==> config.mk <==
export PLATFORM = sky130hd
export DESIGN_NAME = if_id_skid_reg
export DESIGN_NICKNAME = d
export VERILOG_FILES = /design/src/rtl/if_id_skid_reg.sv
export SDC_FILE = /design/constraint.sdc
export NUM_CORES = 1
export LEC_CHECK = 0
export CAP_MARGIN = 40
export CORE_ASPECT_RATIO = 1.5
export CORE_UTILIZATION = 45
export DETAILED_ROUTE_END_ITERATION = 10
export HOLD_SLACK_MARGIN = 0.06
export PLACE_DENSITY = 0.83
export SLEW_MARGIN = 0
export SYNTH_ARGS = -nofsm -noshare
export SYNTH_HDL_FRONTEND = slang
export SYNTH_SLANG_ARGS = --single-unit
==> constraint.sdc <==
create_clock -name clk -period 1.45 [get_ports clk]
set_input_delay 0.2175 -clock clk [delete_from_list [all_inputs] [get_ports clk]]
set_output_delay 0.2175 -clock clk [all_outputs]
set_load 0.01 [all_outputs]
==> src/rtl/if_id_skid_reg.sv <==
// IF/ID pipeline register with valid/ready handshake, two-entry skid buffer and flush.
// Optional performance counters (stall_cnt, drop_cnt) are enabled by defining IF_PERF_CNT_EN.
module if_id_skid_reg #(
  parameter int              PC_W     = 32,
  parameter int              INSTR_W  = 32,
  parameter logic [PC_W-1:0] RESET_PC = '0
) (
  input  logic               clk,
  input  logic               rst,
  input  logic               in_valid,
  output logic               in_ready,
  input  logic [PC_W-1:0]    in_pc,
  input  logic [INSTR_W-1:0] in_instr,
  input  logic               flush,
  output logic               out_valid,
  input  logic               out_ready,
  output logic [PC_W-1:0]    out_pc,
  output logic [INSTR_W-1:0] out_instr
`ifdef IF_PERF_CNT_EN
  ,
  output logic [31:0]        stall_cnt,
  output logic [31:0]        drop_cnt
`endif
);

  logic               m_valid;
  logic [PC_W-1:0]    m_pc;
  logic [INSTR_W-1:0] m_instr;
  logic               s_valid;
  logic [PC_W-1:0]    s_pc;
  logic [INSTR_W-1:0] s_instr;
  logic               acc;
  logic               deq;

  assign acc       = in_valid & in_ready;
  assign deq       = m_valid & out_ready;
  assign in_ready  = ~s_valid;
  assign out_valid = m_valid;
  assign out_pc    = m_pc;
  assign out_instr = m_instr;

  // The skid entry only fills while main is stalled, so in_ready never depends on out_ready.
  always_ff @(posedge clk or negedge rst) begin
    if (!rst) begin
      m_valid <= 1'b0;
      m_pc    <= RESET_PC;
      m_instr <= '0;
      s_valid <= 1'b0;
      s_pc    <= RESET_PC;
      s_instr <= '0;
    end else if (flush) begin
      m_valid <= 1'b0;
      s_valid <= 1'b0;
    end else if (!m_valid) begin
      if (acc) begin
        m_valid <= 1'b1;
        m_pc    <= in_pc;
        m_instr <= in_instr;
      end
    end else if (deq) begin
      if (s_valid) begin
        m_pc    <= s_pc;
        m_instr <= s_instr;
        s_valid <= 1'b0;
      end else if (acc) begin
        m_pc    <= in_pc;
        m_instr <= in_instr;
      end else begin
        m_valid <= 1'b0;
      end
    end else if (acc) begin
      s_valid <= 1'b1;
      s_pc    <= in_pc;
      s_instr <= in_instr;
    end
  end

`ifdef IF_PERF_CNT_EN
  logic [1:0]  drop_inc;
  logic [32:0] drop_sum;

  // A main beat taken by ID in the flush cycle was delivered, so it is not a drop.
  assign drop_inc = {1'b0, m_valid & ~out_ready} + {1'b0, s_valid} + {1'b0, acc};
  assign drop_sum = {1'b0, drop_cnt} + {31'b0, drop_inc};

  always_ff @(posedge clk or negedge rst) begin
    if (!rst) begin
      stall_cnt <= '0;
      drop_cnt  <= '0;
    end else begin
      if (in_valid && !in_ready && (stall_cnt != 32'hFFFF_FFFF))
        stall_cnt <= stall_cnt + 32'd1;
      if (flush)
        drop_cnt <= drop_sum[32] ? 32'hFFFF_FFFF : drop_sum[31:0];
    end
  end
`endif

endmodule
# Word-level counts from Yosys, hierarchy flattened
# Index checks and enable logic that the tools add are counted.
# word_totals
regBits	130
in_bits	69
out_inout_bits	66
elab_cells	34
# classes
n_eq_ne	1
muxes	17
bitwise	5
n_reduce_logical	5
# ops
operator	count
32-bit 2-to-1 mux	8
1-bit 2-to-1 mux	9
2-bit AND reduction	2
4-bit AND reduction	1
1-bit NOT	3
3-bit nonzero test	1
1-bit AND	2
2-bit by 1-bit != test with 1-bit output (second input constant)	1
2-bit nonzero test	1

# Depth between registers and ports, before layout
# logic_depth
word_depth	7
ltp_mapped	6
mapped_depth_nobuf	3

# Worst setup path after synthesis
# Ideal clock, no wire load.
# synth_timing
kind	reg2reg
from	reg m_valid (netlist: out_valid)
to	reg m_instr[0] (netlist: out_instr[0])
setup_ns	0.073
t_arrival_ns	1.444
t_required_ns	1.377
slack_ns	-0.067
stages_incl_launch_ff	6
path_buffers	2
synth_period_minus_slack_ns	1.517
cell_sequence	dfrtp_1 buf_4 nand2_2 a221oi_4 buf_6 a2bb2oi_2
# synth_via
elab_chain_cells	3
word_cells_on_any_way	4
cone_classes	1 x eq/ne; 1 x mux; 1 x bitwise; 1 x reduce/logical
# synth_lines
item	line_no	rtl
from (decl)	26	logic m_valid;
from (signal assigned)	45	m_valid <= 1'b0;
from (signal assigned)	52	m_valid <= 1'b0;
from (signal assigned)	56	m_valid <= 1'b1;
1-bit AND	36	assign deq = m_valid & out_ready;
2-bit by 1-bit != test with 1-bit output (no source line)	-	
2-bit AND reduction (no source line)	-	
to (signal assigned)	58	m_instr <= in_instr;
to (signal assigned)	63	m_instr <= s_instr;
to (signal assigned)	67	m_instr <= in_instr;
to (decl)	28	logic [INSTR_W-1:0] m_instr;
# Several ways; a longest one is shown, not always the timed one.
# A chain may end at the register's enable or synchronous reset.

# Worst setup path in the final report
# layout_timing
from	reg s_valid
to	reg m_instr[3] (netlist: out_instr[3])
# layout_via
elab_chain_cells	6
# layout_lines
item	line_no	rtl
from (decl)	29	logic s_valid;
from (signal assigned)	48	s_valid <= 1'b0;
from (signal assigned)	53	s_valid <= 1'b0;
from (signal assigned)	64	s_valid <= 1'b0;
1-bit NOT	37	assign in_ready = ~s_valid;
1-bit AND	35	assign acc = in_valid & in_ready;
32-bit 2-to-1 mux	-	
32-bit 2-to-1 mux	61	if (s_valid) begin
32-bit 2-to-1 mux	60	end else if (deq) begin
32-bit 2-to-1 mux (*)	54	end else if (!m_valid) begin
# Mark *: on every way between the ends. The rest lies on a longest branch, timed or not. The select of a mux whose other input is x is not followed.

==> reports/results.ini <==
[die]
start_util=0.466
die-area_um2=13000
coreArea_um2=12100
fp.dieW_um=93.3
core.rowCount=49
die_y_um=139
top_level_ports=135

[critical_path]
startpoint_type=flip-flop
critical-path-slowest-cell=dfrtp_2
slowest_delay_ns=0.44
path_class=reg2reg
cp_cell_sequence=nand2b_4 > a221oi_4 > buf_6 > bufbuf_16 > a2bb2oi_2
critical_path.top_delay_family=buffers and inverters
cp_max_fo=6
cp.arrival_ns=1.93
required_ns=1.78
worst-path-buf-inv=2
setup.worst_path.end_class=flip-flop

[layout]
finalInstanceArea_um2=8350
layout_common_cells=dfrtp_1 (128), clkdlybuf4s50_1 (67), dlygate4sd2_1 (64)
layout.cells.non_filler=701
drive_above_1_share=0.398
layout_commonest_cell=dfrtp_1
diodes=0
area_growth_pct=48.4
layout.nets=604

[global_routing]
grt_pass1_vias=4531
grt_first_pass_wirelength_um=23700
gr-usage-all-layers=0.241
overflow=0
grt_max_degree=47
antenna_found_initial=0

[placement]
gp_congestion=0.768
dp.cells=647
dpl.hpwl_um=9020
place_area_um2=7270
port_buffers=134

[outcome]
status=complete, but fails checks
violations=negative setup slack

[min_path]
holdCritPathClass=in2async

[drt]
vias=3982
ant_nets=0
dr.pass1.iters=7
wl_um=14900
drt_iter0_drc=105
viasPerCell=5.68
drc=0
wl_per_cell_um=21.3

[synth]
synth-seq-cells=130
synth-seq-area-share=0.578
synth_warnings=0
synth_cell_types=20
syn_inst=367
synthesis.nets=436
syn_avg_cell_area_um2=15.3
syn_area_um2=5630

[sta]
skew_ns=0.00716
rsz0062_at_grt=yes
setup_slack_ns=-0.140
fin_crit_ns=1.59
finalHoldViolations=0
maxSlewHeadroom=0.741
timing.fmax_mhz=629
final-max-slew-violation-count=0
min_period_over_period=1.10
setup_viol=119
worstMarginPinSlew_ns=0.389

[clock_network]
cts_buffer_depth=2
clkLatencyLatePin_ns=0.41
cts_tree=done
htreeDepth=4
cts_root_buf=clkbuf_16
cts_made_buffers=17
clk_pin_slew_ns=0.06
clock-sinks=130

[power_and_ir_drop]
ir_drop_mv=0.926
pwr_density_cell_nw_per_um2=1480
p_leak_nw=3.52

[run]
cap_violations=0

state kept, by name, indices dropped and copies added, names as in the netlist:
name       cells
out_valid      1
out_instr     32
s_pc          32
s_valid        1
s_instr       32
out_pc        32
Yosys cell counts:
library cell  number  area, um^2
a211oi_1           1        7.51
a2bb2oi_1          4        35.0
buf_4              5        37.5
nand3_2            1        10.0
nor3_1             1        5.00
buf_1              2        7.51
a2bb2oi_2         60         901
nand2_2            1        6.26
a21oi_2            1        8.76
buf_2              7        35.0
o22ai_1           64         400
inv_1              2        7.51
clkbuf_1          10        37.5
nand2b_4           1        13.8
a21oi_1            2        10.0
mux2_2            64         721
dfrtp_1          130        3250
buf_6              9         101
o21ai_0            1        5.00
a221oi_4           1        26.3
through the flow:
stage | utilization | hold slack, ns | worst slack, ns | power [mW] | TNS, ns
final | 0.691 | 0.271 | -0.140 | 12.3 | -8.48
after global placement | 0.602 | 0.158 | -0.320 | 7.72 | -36.68
after detailed placement | 0.602 | 0.163 | -0.349 | 7.85 | -39.13
after floorplan | - | -0.0781 | -0.0373 | 6.46 | -2.87
after global routing | 0.691 | 0.317 | -0.195 | 12.9 | -14.49
after CTS | 0.676 | 0.274 | -0.0954 | 12.3 | -5.98
routing by layer:
metal	vias to the layer above	GRT usage	wire length, um
li1	1775	-	-
met1	2055	0.268	5480
met2	117	0.426	8480
met3	35	0.0526	484
met4	0	0.121	472
met5	-	0	0
area by class of cell:
| cell class | count | area (um^2) |
|---|---|---|
| fill | 851 | 3730 |
| sequential | 130 | 3260 |
| multi-input combinational | 202 | 2210 |
| timing repair buffer | 182 | 2050 |
| clock buffer | 17 | 425 |
| clock inverter | 15 | 215 |
| tap | 153 | 191 |
| inverter | 2 | 7.51 |
what timing repair did:
action                                 CTS  global route
setup endpoints to repair              185           127
pin swaps                                4             2
hold buffers                             1             0
buffers inserted                         8             2
gates cloned                             6             6
gates resized for setup                 90            13
endpoints found under the hold margin   24             0
final timing paths:
path | from | end | slack, ns | cells past startpoint
setup reg to reg | s_valid | out_instr[3] | -0.14 | 5
max in group asynchronous | rst | out_pc[30] | 0.59 | 3
min in group clk | in_instr[21] | s_instr[21] | 0.45 | 2
hold / removal | rst | out_instr[27] | 0.27 | 2
setup / recovery | s_valid | out_instr[3] | -0.14 | 5
hold reg to reg | s_pc[19] | s_pc[19] | 0.51 | 1
power breakdown:
group,internal (mW),switching [mW]
logic,1.68,1.01
registers,4.48,0.559
clock network,3.03,1.57
cell families (layout without fill, tap and decap cells):
group	Yosys count	in the layout	synth area share
buffers and inverters	35	216	0.0402
and+or+nand+nor	4	4	0.00622
DFF	130	130	0.578
AOI/OAI and AO/OA	134	134	0.248
muxes	64	64	0.128
(Power assumes the default switching activity.)
